$ cat config.mk
export PLATFORM = sky130hd
export DESIGN_NAME = mc_main_ctrl
export DESIGN_NICKNAME = d
export VERILOG_FILES = /design/src/rtl/mc_main_ctrl.sv
export SDC_FILE = /design/constraint.sdc
export NUM_CORES = 1
export LEC_CHECK = 0
export BUFFER_PORTS_ARGS = -buffer_cell sky130_fd_sc_hd__buf_4
export CORE_ASPECT_RATIO = 1.5
export CORE_MARGIN = 10
export CORE_UTILIZATION = 54
export CTS_CLUSTER_SIZE = 12
export DETAILED_ROUTE_END_ITERATION = 7
export PLACE_DENSITY = 0.82
export SYNTH_ARGS = -nofsm -noshare
export SYNTH_HDL_FRONTEND = slang
export SYNTH_SLANG_ARGS = --single-unit
$ cat constraint.sdc
create_clock -name clk -period 3.2 [get_ports clk]
set_clock_uncertainty 0.15 [all_clocks]
set_input_delay 0.32 -clock clk [delete_from_list [all_inputs] [get_ports clk]]
set_output_delay 0.32 -clock clk [all_outputs]
set_load 0.1 [all_outputs]
$ cat src/rtl/mc_main_ctrl.sv
// Main control FSM for the multi-cycle MIPS datapath, with a bounded memory ready handshake.
// The optional ori support is compiled in only when MCCTRL_ORI_EN is defined.
module mc_main_ctrl #(
  parameter int unsigned MEM_WAIT_MAX = 15
) (
  input  logic       clk,
  input  logic       rst_n,
  input  logic [5:0] Op,
  input  logic [5:0] Funct,
  input  logic       Zero,
  input  logic       mem_ready,
  output logic       MemRead,
  output logic       MemWrite,
  output logic       IRWrite,
  output logic       RegWrite,
  output logic       PCEn,
  output logic       IorD,
  output logic       MemtoReg,
  output logic       RegDst,
  output logic       ALUSrcA,
  output logic [2:0] ALUSrcB,
  output logic [1:0] PCSrc,
  output logic [2:0] ALUControl,
  output logic       mem_err,
  output logic [3:0] state
);

  typedef enum logic [3:0] {
    S_IDLE   = 4'd0,
    S_FETCH  = 4'd1,
    S_DECODE = 4'd2,
    S_MEMADR = 4'd3,
    S_MEMRD  = 4'd4,
    S_MEMWB  = 4'd5,
    S_MEMWR  = 4'd6,
    S_EXEC   = 4'd7,
    S_ALUWB  = 4'd8,
    S_BRANCH = 4'd9,
    S_ADDIEX = 4'd10,
    S_JUMP   = 4'd11,
`ifdef MCCTRL_ORI_EN
    S_ORIEX  = 4'd12,
`endif
    S_ERR    = 4'd13
  } state_e;

  localparam logic [5:0] OP_R    = 6'b000000;
  localparam logic [5:0] OP_LW   = 6'b100011;
  localparam logic [5:0] OP_SW   = 6'b101011;
  localparam logic [5:0] OP_BEQ  = 6'b000100;
  localparam logic [5:0] OP_ADDI = 6'b001000;
  localparam logic [5:0] OP_J    = 6'b000010;
`ifdef MCCTRL_ORI_EN
  localparam logic [5:0] OP_ORI  = 6'b001101;
`endif

  localparam logic [2:0] ALU_ADD = 3'b010;
  localparam logic [2:0] ALU_SUB = 3'b110;
  localparam logic [2:0] ALU_AND = 3'b000;
  localparam logic [2:0] ALU_OR  = 3'b001;
  localparam logic [2:0] ALU_SLT = 3'b111;

  localparam logic [7:0] WAIT_LAST = 8'(MEM_WAIT_MAX - 1);

  state_e     state_q, state_d;
  logic [7:0] wait_q, wait_d;
  logic       in_wait;
  logic       timeout;

  function automatic logic [2:0] funct_alu(input logic [5:0] f);
    logic [2:0] r;
    case (f)
      6'b100000: r = ALU_ADD;
      6'b100010: r = ALU_SUB;
      6'b100100: r = ALU_AND;
      6'b100101: r = ALU_OR;
      6'b101010: r = ALU_SLT;
      default:   r = ALU_ADD;
    endcase
    return r;
  endfunction

  // Timeout fires at the end of the last tolerated not-ready cycle; ready in that cycle wins.
  assign in_wait = (state_q == S_FETCH) || (state_q == S_MEMRD) || (state_q == S_MEMWR);
  assign timeout = in_wait && !mem_ready && (wait_q == WAIT_LAST);
  assign state   = state_q;

  // State and wait-counter registers.
  always_ff @(posedge clk or negedge rst_n) begin
    if (!rst_n) begin
      state_q <= S_IDLE;
      wait_q  <= 8'd0;
    end else begin
      state_q <= state_d;
      wait_q  <= wait_d;
    end
  end

  // Next-state and wait-counter update.
  always_comb begin
    state_d = state_q;
    wait_d  = wait_q;
    case (state_q)
      S_IDLE:   state_d = S_FETCH;
      S_FETCH:  if (mem_ready) state_d = S_DECODE; else if (timeout) state_d = S_ERR; else state_d = S_FETCH;
      S_DECODE: begin
        case (Op)
          OP_LW, OP_SW: state_d = S_MEMADR;
          OP_R:         state_d = S_EXEC;
          OP_BEQ:       state_d = S_BRANCH;
          OP_ADDI:      state_d = S_ADDIEX;
          OP_J:         state_d = S_JUMP;
`ifdef MCCTRL_ORI_EN
          OP_ORI:       state_d = S_ORIEX;
`endif
          default:      state_d = S_FETCH;
        endcase
      end
      S_MEMADR: if (Op == OP_SW) state_d = S_MEMWR; else state_d = S_MEMRD;
      S_MEMRD:  if (mem_ready) state_d = S_MEMWB; else if (timeout) state_d = S_ERR; else state_d = S_MEMRD;
      S_MEMWR:  if (mem_ready) state_d = S_FETCH; else if (timeout) state_d = S_ERR; else state_d = S_MEMWR;
      S_EXEC, S_ADDIEX: state_d = S_ALUWB;
`ifdef MCCTRL_ORI_EN
      S_ORIEX:  state_d = S_ALUWB;
`endif
      S_MEMWB, S_ALUWB, S_BRANCH, S_JUMP: state_d = S_FETCH;
      S_ERR:    state_d = S_ERR;
      default:  state_d = S_ERR;
    endcase

    if ((state_d != state_q) || mem_ready) begin
      wait_d = 8'd0;
    end else if (in_wait) begin
      wait_d = wait_q + 8'd1;
    end else begin
      wait_d = wait_q;
    end
  end

  // Output decode from the current state plus Zero, mem_ready and Op.
  always_comb begin
    MemRead    = 1'b0;
    MemWrite   = 1'b0;
    IRWrite    = 1'b0;
    RegWrite   = 1'b0;
    PCEn       = 1'b0;
    IorD       = 1'b0;
    MemtoReg   = 1'b0;
    RegDst     = 1'b0;
    ALUSrcA    = 1'b0;
    ALUSrcB    = 3'b000;
    PCSrc      = 2'b00;
    ALUControl = ALU_ADD;
    mem_err    = 1'b0;
    case (state_q)
      S_FETCH: begin
        MemRead = 1'b1;
        ALUSrcB = 3'b001;
        IRWrite = mem_ready;
        PCEn    = mem_ready;
      end
      S_DECODE: ALUSrcB = 3'b011;
      S_MEMADR: begin
        ALUSrcA = 1'b1;
        ALUSrcB = 3'b010;
      end
      S_MEMRD: begin
        IorD    = 1'b1;
        MemRead = 1'b1;
      end
      S_MEMWB: begin
        MemtoReg = 1'b1;
        RegWrite = 1'b1;
      end
      S_MEMWR: begin
        IorD     = 1'b1;
        MemWrite = 1'b1;
      end
      S_EXEC: begin
        ALUSrcA    = 1'b1;
        ALUControl = funct_alu(Funct);
      end
      S_ADDIEX: begin
        ALUSrcA = 1'b1;
        ALUSrcB = 3'b010;
      end
`ifdef MCCTRL_ORI_EN
      S_ORIEX: begin
        ALUSrcA    = 1'b1;
        ALUSrcB    = 3'b100;
        ALUControl = ALU_OR;
      end
`endif
      S_ALUWB: begin
        RegWrite = 1'b1;
        RegDst   = (Op == OP_R);
      end
      S_BRANCH: begin
        ALUSrcA    = 1'b1;
        ALUControl = ALU_SUB;
        PCSrc      = 2'b01;
        PCEn       = Zero;
      end
      S_JUMP: begin
        PCSrc = 2'b10;
        PCEn  = 1'b1;
      end
      S_ERR:   mem_err = 1'b1;
      default: mem_err = 1'b0;
    endcase
  end

endmodule

; Word-level counts from Yosys, hierarchy flattened
; Cells that the tools add are included.
[word_totals]
reg_bits = 12
in_bits = 16
out_inout_bits = 22
elab_cells = 68
[op_classes]
addsub = 1
eq_ne = 23
muxes = 25
reduce_logical = 17
[op_table]
columns = cell, n
row1 = $eq A6 B6 Y1 const B, 6
row2 = $pmux W4 S7, 1
row3 = $mux W4, 6
row4 = $eq A4 B4 Y1 const B, 5
row5 = $pmux W4 S5, 1
row6 = $eq A4 B3 Y1 const B, 4
row7 = $mux W8, 2
row8 = $pmux W3 S4, 1
row9 = $reduce_or A2 Y1, 6
row10 = $mux W1, 9
row11 = $add A8 B1 Y8 const B, 1
row12 = $eq A4 B2 Y1 const B, 2
row13 = $eq A8 B4 Y1 const B, 1
row14 = $eq A6 B2 Y1 const B, 1
row15 = $eq A6 B3 Y1 const B, 1
row16 = $eq A6 B4 Y1 const B, 1
row17 = $logic_not A6 Y1, 1
row18 = $pmux W2 S3, 1
row19 = $pmux W3 S2, 1
row20 = $reduce_or A5 Y1, 1
row21 = $eq A4 B1 Y1 const B, 1
row22 = $logic_not A4 Y1, 1
row23 = $ne A4 B4 Y1, 1
row24 = $pmux W2 S2, 1
row25 = other kinds (7), 10

; Longest topological paths before layout
; Gate-level depths: netlist (run 1).
[logic_depth]
ltp_word = 11
depth_mapped = 7
ltp_nobuf = 6

; Worst setup path before layout (run 1)
; OpenSTA, ideal clock, no wires.
[synth_timing]
path_type = register -> output
from = reg state_q[3] (netlist: state[3])
to = out RegDst
t_arrival_ns = 4.481
required_ns = 2.730
slack_ns = -1.751
stages_incl_launch_ff = 5
path_buffers = 2
cell_sequence = dfrtp_1 -> buf_6 -> clkbuf_1 -> nand2_1 -> nor4_1
[synth_between]
elab_chain_cells = 2
[synth_lines]
columns = item, line
row1 = from (decl), 65  ; state_e state_q, state_d;
row2 = from (signal assigned), 94  ; state_q <= state_d;
row3 = $eq A4 B4 Y1, 155  ; case (state_q)
row4 = $mux W1, 155
row5 = to (decl), 19  ; output logic RegDst,
; No other way between the ends.

; Worst setup path after layout (run 1)
[layout_timing]
from = reg state_q[1] (netlist: state[1])
to = out ALUControl[2]
[layout_between]
elab_chain_cells = 2
word_cells_on_any_way = 3
classes_between = eq/ne: 2 / mux: 1
[layout_lines]
columns = item, line
row1 = $eq A4 B4 Y1 / $eq A4 B3 Y1 (equally long branches), 155
row2 = $pmux W3 S2 *, 155
row3 = to (decl), 23  ; output logic [2:0] ALUControl,
; Every way passes the cells marked *; elsewhere a longest branch is shown, timed or not.

==> results of run 1 <==
what timing repair did:
item / CTS / global route
hold endpoints to repair: 12 / 0
hold buffers: 1 / 0
gates resized for setup: 0 / 0
metal layers:
metal  GRT usage  part of all wire  wire (um)  up-vias
li1            -                 -          -      574
met1       0.140              0.34       1100      564
met2       0.291              0.58       1850       48
met3      0.0250             0.056        178       13
met4      0.0472             0.025         80        0
met5           0                 0          0        -
area by class of cell:
type,count,area [um^2],area share
inverters,7,26.3,0.0178
repair buffers,39,295,0.200
clock buffers,3,22.5,0.0152
well taps,22,27.5,0.0186
multi-input cells,114,806,0.545
flip-flops and latches,12,300,0.203
registers in the layout, indices dropped and copies added (netlist names):
register  count
state         4
wait_q        8
layout by cell type, fill, tap and decap left out, types with 2 or more instances in the layout:
| cell type | netlist | final |
|---|---|---|
| sky130_fd_sc_hd__a211oi_2 | 1 | 2 |
| sky130_fd_sc_hd__a21o_1 | 2 | 2 |
| sky130_fd_sc_hd__a21oi_1 | 5 | 5 |
| sky130_fd_sc_hd__and3_1 | 4 | 4 |
| sky130_fd_sc_hd__buf_4 | 2 | 38 |
| sky130_fd_sc_hd__clkbuf_4 | 0 | 3 |
| sky130_fd_sc_hd__dfrtp_1 | 12 | 12 |
| sky130_fd_sc_hd__ha_1 | 2 | 2 |
| sky130_fd_sc_hd__inv_1 | 7 | 7 |
| sky130_fd_sc_hd__nand2_1 | 6 | 6 |
| sky130_fd_sc_hd__nand2b_1 | 5 | 5 |
| sky130_fd_sc_hd__nand3_1 | 6 | 6 |
| sky130_fd_sc_hd__nand3b_1 | 3 | 3 |
| sky130_fd_sc_hd__nor2_1 | 25 | 21 |
| sky130_fd_sc_hd__nor2_2 | 0 | 3 |
| sky130_fd_sc_hd__nor2b_1 | 3 | 3 |
| sky130_fd_sc_hd__nor3_1 | 5 | 4 |
| sky130_fd_sc_hd__nor4_2 | 1 | 3 |
| sky130_fd_sc_hd__o21ai_0 | 5 | 5 |
| sky130_fd_sc_hd__xnor2_1 | 6 | 6 |
| sky130_fd_sc_hd__xor2_1 | 3 | 3 |
power by group through the flow:
stage	Sequential (mW)	Combinational (mW)	Clock, mW
floorplan	0.347	0.921	0
global placement	0.239	1.25	0
detailed placement	0.244	1.26	0
CTS	0.241	1.26	0.0918
global route	0.249	1.33	0.0980
finish	0.242	1.26	0.0903
per-stage QoR:
stage	worst slack, ns	hold WS, ns	instance area, um^2	power, mW
2_1_floorplan	-0.679	-0.126	1180	1.27
3_3_place_gp	0.896	0.0172	1450	1.49
3_5_place_dp	0.835	0.0187	1450	1.50
4_1_cts	0.538	0.225	1480	1.60
5_1_grt	0.432	0.260	1480	1.68
6_report	0.541	0.227	1480	1.59
critical path: stages (launching register included):
cell and delay, ns:
sky130_fd_sc_hd__dfrtp_1 0.64, sky130_fd_sc_hd__nand2_1 0.19, sky130_fd_sc_hd__or4b_1 0.62, sky130_fd_sc_hd__o22ai_4 0.15, sky130_fd_sc_hd__buf_4 0.31
kinds of logic after synthesis:
family,share of synthesized area
simple gates,0.336
xor+xnor,0.0698
mux,0.00886
fa+ha+maj,0.0221
compound gates,0.228
other cells,0.00332
buf+inv,0.0664
flops,0.266
worst min path at each step:
stage                     start        end  slack (ns)
after floorplan           rst_n   state[0]       -0.13
after global placement    rst_n  wait_q[0]        0.02
after detailed placement  rst_n  wait_q[2]        0.02
after CTS                 Op[4]   state[1]        0.23
after global routing      Op[4]   state[1]        0.26
final                     Op[4]   state[1]        0.23
==> flow_results.xml, run 1 <==
<?xml version="1.0" encoding="UTF-8"?>
<metrics>
  <group name="run_status">
    <metric name="outcome" unit="">completed</metric>
  </group>
  <group name="layout">
    <metric name="layoutNonFillerInstCount" unit="">197</metric>
    <metric name="antenna_cells_inserted" unit="">0</metric>
    <metric name="synthToLayoutAreaGrowth" unit="%">30.8</metric>
    <metric name="filler_instances" unit="">153</metric>
    <metric name="finish.utilization" unit="">0.738</metric>
    <metric name="final_layout_size_suffix_gt1_frac" unit="">0.343</metric>
    <metric name="nets" unit="">195</metric>
  </group>
  <group name="synthesis">
    <metric name="synth_warnings" unit="">0</metric>
    <metric name="synthesis.nets" unit="">159</metric>
    <metric name="synth_cells" unit="">141</metric>
    <metric name="synth-async-reset-ratio" unit="">1.00</metric>
    <metric name="synth.top_cells.by_area" unit="">sky130_fd_sc_hd__dfrtp_1 27%, sky130_fd_sc_hd__nor2_1 8.3%, sky130_fd_sc_hd__xnor2_1 4.7%</metric>
    <metric name="mappedNetlistArea" unit="mm^2">0.00113</metric>
    <metric name="synthMostInstantiatedCell" unit="">sky130_fd_sc_hd__nor2_1</metric>
    <metric name="postSynthRegisterBits" unit="">12</metric>
    <metric name="yosysSeqAreaShare" unit="">0.266</metric>
    <metric name="syn-mean-instance-area" unit="um^2">8.01</metric>
    <metric name="yosys.area.top_type_share" unit="">0.266</metric>
    <metric name="synthTopCellsByCount" unit="">25 x sky130_fd_sc_hd__nor2_1, 12 x sky130_fd_sc_hd__dfrtp_1, 7 x sky130_fd_sc_hd__inv_1</metric>
    <metric name="yosys.cell_types.count" unit="">51</metric>
    <metric name="synth_largest_area_cell" unit="">sky130_fd_sc_hd__dfrtp_1</metric>
    <metric name="synth-edff-count" unit="">0</metric>
    <metric name="postSynth.topFlopCell" unit="">sky130_fd_sc_hd__dfrtp_1</metric>
  </group>
  <group name="global_routing">
    <metric name="antenna_violations_before_repair" unit="">0</metric>
    <metric name="grt-ovfl-total" unit="">0</metric>
    <metric name="globalRouteTotalUtil" unit="">0.147</metric>
    <metric name="grt_pass1_wl" unit="um">5510</metric>
    <metric name="largest_net_degree_at_the_start_of_global_routing" unit="">23</metric>
    <metric name="first_global_vias" unit="">1205</metric>
  </group>
  <group name="flow_run">
    <metric name="maxCapViolCount" unit="">0</metric>
  </group>
  <group name="place">
    <metric name="placedCellCount" unit="">193</metric>
    <metric name="gp_congestion" unit="">0.836</metric>
    <metric name="dp_hpwl" unit="um">2630</metric>
    <metric name="port_buffer_count" unit="">36</metric>
  </group>
  <group name="critical_path">
    <metric name="timing.rr.end" unit="">wait_q[1]</metric>
    <metric name="r2r_start" unit="">state[2]</metric>
    <metric name="r2r.worst_path.cells" unit="">5</metric>
    <metric name="critical_path.startpoint_type" unit="">flip-flop</metric>
    <metric name="timing.critical_path.from" unit="">state[1]</metric>
    <metric name="timing_worst_setup_path_type" unit="">reg2out</metric>
    <metric name="timing.critical_path.to" unit="">ALUControl[2]</metric>
    <metric name="arrival" unit="ns">2.19</metric>
    <metric name="cp_max_fo" unit="">15</metric>
    <metric name="crit_path_end_kind" unit="">output port</metric>
    <metric name="reg2reg_slack" unit="ns">0.99</metric>
    <metric name="cp.required" unit="ns">2.73</metric>
  </group>
  <group name="clock_tree">
    <metric name="insertion_delay" unit="ns">0.27</metric>
    <metric name="h-tree-depth" unit="">1</metric>
    <metric name="ctsLongestPathBuffers" unit="">2</metric>
    <metric name="clock_pin_slew_of_the_registers_on_the_worst_case_setup_and_hold_paths" unit="ns">0.07</metric>
    <metric name="clock-sinks" unit="">12</metric>
    <metric name="cts.repair_timing.setup_buffer_count" unit="">0</metric>
    <metric name="cts_root_buffer" unit="">sky130_fd_sc_hd__clkbuf_4</metric>
    <metric name="cts_buffers" unit="">3</metric>
    <metric name="cts_tree" unit="">done</metric>
  </group>
  <group name="timing">
    <metric name="setup_viol" unit="">0</metric>
    <metric name="setup_total_negative_slack" unit="ns">0</metric>
    <metric name="report.final.hold_viol_count" unit="">0</metric>
    <metric name="rsz0062_at_grt" unit="">no</metric>
    <metric name="final.min_clock_period" unit="ns">2.66</metric>
    <metric name="timing.final.max_slew_violations" unit="">0</metric>
    <metric name="clock.fmax" unit="MHz">376</metric>
    <metric name="finalCritPeriodShare" unit="">0.831</metric>
  </group>
  <group name="power">
    <metric name="ir_drop" unit="mV">0.870</metric>
    <metric name="logic_gate_share_of_total_power" unit="">0.791</metric>
    <metric name="power.net_switching" unit="mW">1.06</metric>
    <metric name="total_power_per_unit_cell_area" unit="mW/mm^2">1080</metric>
    <metric name="power_switching_share" unit="">0.666</metric>
    <metric name="internal-power" unit="mW">0.531</metric>
    <metric name="part_of_the_total_power_dissipated_in_the_clock_network" unit="">0.057</metric>
    <metric name="total_leakage_power" unit="nW">0.644</metric>
    <metric name="share_seq_of_total_power" unit="">0.152</metric>
  </group>
  <group name="detailed_routing">
    <metric name="drc" unit="">0</metric>
    <metric name="ant_nets" unit="">0</metric>
    <metric name="drtIter0Drc" unit="">48</metric>
    <metric name="vias_per_cell" unit="">6.09</metric>
    <metric name="route.vias.total" unit="">1199</metric>
    <metric name="route.detailed.wl_per_inst" unit="um">16.3</metric>
    <metric name="totalWireLength" unit="um">3200</metric>
    <metric name="count_of_tritonroute_iterations_in_the_first_routing_pass" unit="">4</metric>
  </group>
  <group name="die">
    <metric name="die_h" unit="um">76.0</metric>
    <metric name="effective_utilization_at_floorplan" unit="">0.564</metric>
    <metric name="fp.dieW" unit="um">57.3</metric>
    <metric name="row_count" unit="">20</metric>
    <metric name="core_area" unit="mm^2">0.00200</metric>
    <metric name="die_area" unit="mm^2">0.00436</metric>
    <metric name="io-pin-count" unit="">38</metric>
  </group>
  <group name="hold_path">
    <metric name="timing.hold.worst.class" unit="">in2reg</metric>
    <metric name="min_delay_path_depth" unit="">4</metric>
  </group>
</metrics>
No activity file was read; power rests on OpenSTA's default activity.
==> run 2, diff against run 1 <==
--- a/config.mk
+++ b/config.mk
@@ -8,10 +8,10 @@
 export BUFFER_PORTS_ARGS = -buffer_cell sky130_fd_sc_hd__buf_4
 export CORE_ASPECT_RATIO = 1.5
 export CORE_MARGIN = 10
-export CORE_UTILIZATION = 54
+export CORE_UTILIZATION = 50
 export CTS_CLUSTER_SIZE = 12
 export DETAILED_ROUTE_END_ITERATION = 7
-export PLACE_DENSITY = 0.82
+export PLACE_DENSITY = 0.76
 export SYNTH_ARGS = -nofsm -noshare
 export SYNTH_HDL_FRONTEND = slang
 export SYNTH_SLANG_ARGS = --single-unit
==> constraint.sdc (replaced) <==
create_clock -name clk -period 2.7 [get_ports clk]
set_clock_uncertainty 0.15 [all_clocks]
set_input_delay 0.27 -clock clk [delete_from_list [all_inputs] [get_ports clk]]
set_output_delay 0.27 -clock clk [all_outputs]
set_load 0.1 [all_outputs]
==> run 2 against run 1 <==
Cell count unchanged. Clock power up 59%. Design area up 3.6%. Wire length up 4.6%. Critical path depth unchanged. Clock-buffer cell count up 1. First-iteration DRC count down 10%. Sequential power up 51%. Hold slack worse by 0.056 ns. Combinational power up 15%. Critical endpoint is now ALUControl[1].
==> flow_results.xml, run 2 (synthesis gave the netlist of run 1 again) <==
<?xml version="1.0" encoding="UTF-8"?>
<metrics>
  <group name="global_routing">
    <metric name="antenna_violations_before_repair" unit="">0</metric>
    <metric name="globalRouteTotalUtil" unit="">0.142</metric>
    <metric name="largest_net_degree_at_the_start_of_global_routing" unit="">23</metric>
    <metric name="grt-ovfl-total" unit="">0</metric>
    <metric name="grt_pass1_wl" unit="um">5380</metric>
    <metric name="first_global_vias" unit="">1185</metric>
  </group>
  <group name="clock_tree">
    <metric name="clock_pin_slew_of_the_registers_on_the_worst_case_setup_and_hold_paths" unit="ns">0.08</metric>
    <metric name="insertion_delay" unit="ns">0.27</metric>
    <metric name="ctsLongestPathBuffers" unit="">2</metric>
    <metric name="cts.repair_timing.setup_buffer_count" unit="">0</metric>
    <metric name="cts_root_buffer" unit="">sky130_fd_sc_hd__clkbuf_4</metric>
    <metric name="holdBufCountCts" unit="">1</metric>
    <metric name="cts_buffers" unit="">3</metric>
    <metric name="postCtsResizedCells" unit="">0</metric>
    <metric name="cts_tree" unit="">done</metric>
    <metric name="h-tree-depth" unit="">1</metric>
    <metric name="clock-sinks" unit="">12</metric>
  </group>
  <group name="layout">
    <metric name="reg_with_most_ffs" unit="">wait_q</metric>
    <metric name="layout.cells.most_common_list" unit="">36 x sky130_fd_sc_hd__buf_4, 18 x sky130_fd_sc_hd__nor2_1, 8 x sky130_fd_sc_hd__dfrtp_1</metric>
    <metric name="final_layout_size_suffix_gt1_frac" unit="">0.402</metric>
    <metric name="seq_area" unit="um^2">313</metric>
    <metric name="nets" unit="">193</metric>
    <metric name="most_common_library_cell_in_the_layout_ignoring_fill_and_taps" unit="">sky130_fd_sc_hd__buf_4</metric>
    <metric name="filler_instances" unit="">186</metric>
    <metric name="synthToLayoutAreaGrowth" unit="%">35.5</metric>
    <metric name="antenna_cells_inserted" unit="">0</metric>
    <metric name="finish.utilization" unit="">0.694</metric>
    <metric name="largest_register_ffs" unit="">8</metric>
    <metric name="multi_input_comb_area" unit="um^2">843</metric>
  </group>
  <group name="place">
    <metric name="port_buffer_count" unit="">36</metric>
    <metric name="dp_hpwl" unit="um">2670</metric>
    <metric name="gp_congestion" unit="">0.841</metric>
  </group>
  <group name="die">
    <metric name="fp.dieW" unit="um">58.8</metric>
    <metric name="row_count" unit="">21</metric>
    <metric name="core_area" unit="mm^2">0.00221</metric>
    <metric name="io-pin-count" unit="">38</metric>
    <metric name="die_area" unit="mm^2">0.00460</metric>
    <metric name="die_h" unit="um">78.2</metric>
    <metric name="effective_utilization_at_floorplan" unit="">0.512</metric>
  </group>
  <group name="power">
    <metric name="part_of_the_total_power_dissipated_in_the_clock_network" unit="">0.073</metric>
    <metric name="share_seq_of_total_power" unit="">0.186</metric>
    <metric name="internal-power" unit="mW">0.670</metric>
    <metric name="ir_drop" unit="mV">0.748</metric>
    <metric name="logic_gate_share_of_total_power" unit="">0.740</metric>
    <metric name="power.net_switching" unit="mW">1.29</metric>
    <metric name="power_switching_share" unit="">0.658</metric>
    <metric name="total_power_per_unit_cell_area" unit="mW/mm^2">1280</metric>
    <metric name="total_leakage_power" unit="nW">0.635</metric>
  </group>
  <group name="timing">
    <metric name="clock.fmax" unit="MHz">401</metric>
    <metric name="finalCritPeriodShare" unit="">0.924</metric>
    <metric name="setup_total_negative_slack" unit="ns">0</metric>
    <metric name="report.final.hold_viol_count" unit="">0</metric>
    <metric name="rsz0062_at_grt" unit="">no</metric>
    <metric name="setup_viol" unit="">0</metric>
    <metric name="timing.final.max_slew_violations" unit="">0</metric>
    <metric name="final.min_clock_period" unit="ns">2.49</metric>
  </group>
  <group name="detailed_routing">
    <metric name="drtIter0Drc" unit="">43</metric>
    <metric name="count_of_tritonroute_iterations_in_the_first_routing_pass" unit="">4</metric>
    <metric name="vias_per_cell" unit="">5.85</metric>
    <metric name="ant_nets" unit="">0</metric>
    <metric name="route.detailed.wl_per_inst" unit="um">17.0</metric>
    <metric name="drc" unit="">0</metric>
    <metric name="totalWireLength" unit="um">3350</metric>
    <metric name="route.vias.total" unit="">1152</metric>
  </group>
  <group name="run_status">
    <metric name="outcome" unit="">completed</metric>
  </group>
  <group name="hold_path">
    <metric name="timing.hold.worst.class" unit="">in2reg</metric>
    <metric name="hold_start" unit="">Op[4]</metric>
  </group>
  <group name="critical_path">
    <metric name="cp.required" unit="ns">2.28</metric>
    <metric name="cp_max_fo" unit="">20</metric>
    <metric name="arrival" unit="ns">2.07</metric>
    <metric name="crit_path_end_kind" unit="">output port</metric>
    <metric name="timing_worst_setup_path_type" unit="">reg2out</metric>
    <metric name="timing.critical_path.from" unit="">state[3]</metric>
    <metric name="r2r_start" unit="">state[0]</metric>
    <metric name="critical_path.startpoint_type" unit="">flip-flop</metric>
  </group>
  <group name="flow_run">
    <metric name="maxCapViolCount" unit="">0</metric>
  </group>
</metrics>
run 2: stage by stage:
stage          hold WS (ns)  area (um^2)  instances  total power, mW  worst slack [ns]
6_report              0.171         1530        197             1.96             0.206
4_1_cts               0.166         1530        197             1.96             0.197
3_3_place_gp        -0.0366         1490        192             1.80             0.537
5_1_grt               0.201         1530        197             2.06             0.151
2_1_floorplan        -0.176         1230        141             1.55            -0.133
3_5_place_dp        -0.0327         1490        192             1.82             0.504
run 2: final timing paths:
path | slack [ns] | endpoint | cells after the start
setup / recovery | 0.21 | ALUControl[1] | 4
hold / removal | 0.17 | state[1] | 4
setup reg to reg | 0.50 | wait_q[1] | 5
hold reg to reg | 0.41 | wait_q[3] | 2
max in group asynchronous | 2.01 | state[3] | 2
min in group asynchronous | 0.22 | wait_q[6] | 2
run 2: power by group through the flow:
stage | Sequential [mW] | Combinational [mW] | Clock, mW
floorplan | 0.425 | 1.13 | 0
global placement | 0.361 | 1.44 | 0
detailed placement | 0.365 | 1.45 | 0
CTS | 0.362 | 1.46 | 0.146
global route | 0.379 | 1.53 | 0.150
finish | 0.365 | 1.45 | 0.144
run 2: final cells by class:
cell class / count / area share
clock buffers: 4 / 0.0237
flip-flops and latches: 12 / 0.204
inverters: 7 / 0.0196
multi-input cells: 114 / 0.551
repair buffers: 37 / 0.183
well taps: 23 / 0.0188
run 2: metal layers:
| layer | up-vias | global-route usage | routed length [um] |
|---|---|---|---|
| met4 | 0 | 0.0645 | 58 |
| li1 | 571 | - | - |
| met2 | 26 | 0.268 | 1960 |
| met5 | - | 0 | 0 |
| met3 | 8 | 0.0306 | 162 |
| met1 | 547 | 0.138 | 1170 |
run 2: worst max-delay path, cell delays in order (launching register included):
cell,delay [ns]
sky130_fd_sc_hd__dfrtp_4,0.58
sky130_fd_sc_hd__nand2b_1,0.21
sky130_fd_sc_hd__or4b_4,0.57
sky130_fd_sc_hd__nand2b_2,0.20
sky130_fd_sc_hd__buf_4,0.24
==> run 3, diff against run 2 <==
--- a/config.mk
+++ b/config.mk
@@ -12,6 +12,7 @@
 export CTS_CLUSTER_SIZE = 12
 export DETAILED_ROUTE_END_ITERATION = 7
 export PLACE_DENSITY = 0.76
+export SETUP_SLACK_MARGIN = 0.3
 export SYNTH_ARGS = -nofsm -noshare
 export SYNTH_HDL_FRONTEND = slang
 export SYNTH_SLANG_ARGS = --single-unit
==> run 3 against run 2 <==
Combinational power rose by 7%. Clock power fell by 28%. Hold slack gained 0.0087 ns. Cell count rose by 0.51%. Design area grew 4.2%. First-iteration DRC count fell by 37%. Sequential share of layout area decreased by 0.68 points.
==> flow_results.xml, run 3 (synthesis gave the netlist of run 1 again) <==
<?xml version="1.0" encoding="UTF-8"?>
<metrics>
  <group name="run_status">
    <metric name="outcome" unit="">completed</metric>
  </group>
  <group name="critical_path">
    <metric name="critical-path-top-delay-family" unit="">simple AND/OR/NAND/NOR gates</metric>
    <metric name="cp_slowest_cell" unit="">sky130_fd_sc_hd__or4b_4</metric>
    <metric name="worstPathBufferInverterCount" unit="">1</metric>
    <metric name="timing_worst_setup_path_type" unit="">reg2out</metric>
    <metric name="cp_max_fo" unit="">11</metric>
    <metric name="arrival" unit="ns">1.93</metric>
    <metric name="cp.required" unit="ns">2.28</metric>
    <metric name="crit_path_end_kind" unit="">output port</metric>
    <metric name="worst_path_largest_cell_delay" unit="ns">0.57</metric>
    <metric name="worstPathCellList" unit="">nand2b_1, or4b_4, o22ai_4, buf_6</metric>
    <metric name="critical_path.startpoint_type" unit="">flip-flop</metric>
  </group>
  <group name="power">
    <metric name="internal-power" unit="mW">0.685</metric>
    <metric name="total_power_per_unit_cell_area" unit="mW/mm^2">1260</metric>
    <metric name="total_leakage_power" unit="nW">0.657</metric>
    <metric name="logic_gate_share_of_total_power" unit="">0.770</metric>
    <metric name="power_switching_share" unit="">0.661</metric>
    <metric name="power.net_switching" unit="mW">1.33</metric>
    <metric name="ir_drop" unit="mV">0.716</metric>
    <metric name="fin_total_pwr" unit="mW">2.02</metric>
    <metric name="part_of_the_total_power_dissipated_in_the_clock_network" unit="">0.051</metric>
    <metric name="share_seq_of_total_power" unit="">0.179</metric>
  </group>
  <group name="detailed_routing">
    <metric name="drtIter0Drc" unit="">27</metric>
    <metric name="count_of_tritonroute_iterations_in_the_first_routing_pass" unit="">4</metric>
    <metric name="ant_nets" unit="">0</metric>
    <metric name="route.vias.total" unit="">1193</metric>
    <metric name="vias_per_cell" unit="">6.03</metric>
    <metric name="totalWireLength" unit="um">3490</metric>
    <metric name="drc" unit="">0</metric>
    <metric name="route.detailed.wl_per_inst" unit="um">17.6</metric>
  </group>
  <group name="global_routing">
    <metric name="antenna_violations_before_repair" unit="">0</metric>
    <metric name="grt_pass1_wl" unit="um">5620</metric>
    <metric name="first_global_vias" unit="">1239</metric>
    <metric name="globalRouteTotalUtil" unit="">0.146</metric>
    <metric name="largest_net_degree_at_the_start_of_global_routing" unit="">17</metric>
    <metric name="grt-ovfl-total" unit="">0</metric>
  </group>
  <group name="timing">
    <metric name="finalHoldWorstSlack" unit="ns">0.180</metric>
    <metric name="timing.final.max_slew_violations" unit="">0</metric>
    <metric name="setup_viol" unit="">0</metric>
    <metric name="report.final.hold_viol_count" unit="">0</metric>
    <metric name="rsz0062_at_grt" unit="">yes</metric>
    <metric name="setup_total_negative_slack" unit="ns">0</metric>
    <metric name="finalCritPeriodShare" unit="">0.870</metric>
    <metric name="final.min_clock_period" unit="ns">2.35</metric>
    <metric name="clock.fmax" unit="MHz">426</metric>
  </group>
  <group name="die">
    <metric name="die_area" unit="mm^2">0.00460</metric>
    <metric name="effective_utilization_at_floorplan" unit="">0.512</metric>
    <metric name="core_area" unit="mm^2">0.00221</metric>
    <metric name="row_count" unit="">21</metric>
    <metric name="io-pin-count" unit="">38</metric>
    <metric name="die_h" unit="um">78.2</metric>
    <metric name="fp.dieW" unit="um">58.8</metric>
  </group>
  <group name="hold_path">
    <metric name="timing.hold.worst.class" unit="">in2reg</metric>
  </group>
  <group name="layout">
    <metric name="synthToLayoutAreaGrowth" unit="%">41.3</metric>
    <metric name="filler_instances" unit="">187</metric>
    <metric name="nets" unit="">195</metric>
    <metric name="layout.cells.most_common_list" unit="">34 x sky130_fd_sc_hd__buf_4, 18 x sky130_fd_sc_hd__nor2_1, 8 x sky130_fd_sc_hd__dfrtp_1, 6 x sky130_fd_sc_hd__xnor2_1, 6 x sky130_fd_sc_hd__nand3_1</metric>
    <metric name="most_common_library_cell_in_the_layout_ignoring_fill_and_taps" unit="">sky130_fd_sc_hd__buf_4</metric>
    <metric name="reg_with_most_ffs" unit="">wait_q</metric>
    <metric name="largest_register_ffs" unit="">8</metric>
    <metric name="antenna_cells_inserted" unit="">0</metric>
    <metric name="stdcell_area" unit="mm^2">0.00160</metric>
    <metric name="final_layout_size_suffix_gt1_frac" unit="">0.423</metric>
  </group>
  <group name="place">
    <metric name="dpl-instance-area" unit="mm^2">0.00153</metric>
    <metric name="dp_hpwl" unit="um">2770</metric>
    <metric name="gp_congestion" unit="">0.833</metric>
    <metric name="port_buffer_count" unit="">36</metric>
  </group>
  <group name="clock_tree">
    <metric name="clock-sinks" unit="">12</metric>
    <metric name="clock_pin_slew_of_the_registers_on_the_worst_case_setup_and_hold_paths" unit="ns">0.06</metric>
    <metric name="cts_buffers" unit="">3</metric>
    <metric name="cts_tree" unit="">done</metric>
    <metric name="cts_root_buffer" unit="">sky130_fd_sc_hd__clkbuf_4</metric>
    <metric name="ctsLongestPathBuffers" unit="">2</metric>
    <metric name="insertion_delay" unit="ns">0.27</metric>
    <metric name="h-tree-depth" unit="">1</metric>
  </group>
  <group name="flow_run">
    <metric name="maxCapViolCount" unit="">0</metric>
  </group>
</metrics>
## run 3: final timing paths
kind / end / slack, ns / cells past startpoint / from
setup / recovery: ALUControl[2] / 0.35 / 4 / state[3]
hold / removal: state[1] / 0.18 / 4 / Op[4]
setup reg to reg: wait_q[1] / 0.39 / 6 / state[0]
hold reg to reg: wait_q[6] / 0.42 / 2 / wait_q[6]
max in group asynchronous: state[3] / 2.00 / 2 / rst_n
min in group asynchronous: wait_q[3] / 0.23 / 2 / rst_n
## run 3: timing repair
action	in CTS	in global routing
endpoints found under the hold margin	12	0
hold buffers	1	0
endpoints found under the setup margin	3	4
setup buffers	2	0
pin swaps	0	0
gates resized for setup	1	4
## run 3: tightest hold or removal path, delay by kind of cell
kind,cells,cell delay [ns]
buf+inv,1,0.10
simple gates,3,0.19
## run 3: per-stage QoR
step	setup slack, ns	utilization	cells
5_1_grt	0.298	0.723	198
6_report	0.351	0.723	198
4_1_cts	0.316	0.717	198
2_1_floorplan	-0.00500	-	141
3_3_place_gp	0.524	0.694	192
3_5_place_dp	0.501	0.694	192
## run 3: final cells by class
cell class              instances  area (um^2)  area share
clock buffers                   3         22.5      0.0141
flip-flops and latches         12          315       0.197
well taps                      23         28.8      0.0180
inverters                       7         30.0      0.0188
multi-input cells             114          890       0.557
repair buffers                 39          310       0.194
## run 3: power groups by stage
stage                     clock [mW]  sequential, mW  combinational, mW
after floorplan                    0           0.432               1.23
after global placement             0           0.386               1.49
after detailed placement           0           0.393               1.50
after CTS                      0.105           0.358               1.56
after global routing           0.110           0.372               1.64
final                          0.104           0.361               1.55
## run 3: metal layers
metal / up-vias / GRT usage / share of wire / wire, um
met5: - / 0 / 0 / 0
li1: 574 / - / - / -
met3: 16 / 0.0258 / 0.048 / 167
met2: 49 / 0.275 / 0.58 / 2040
met1: 554 / 0.143 / 0.33 / 1170
met4: 0 / 0.0691 / 0.032 / 112
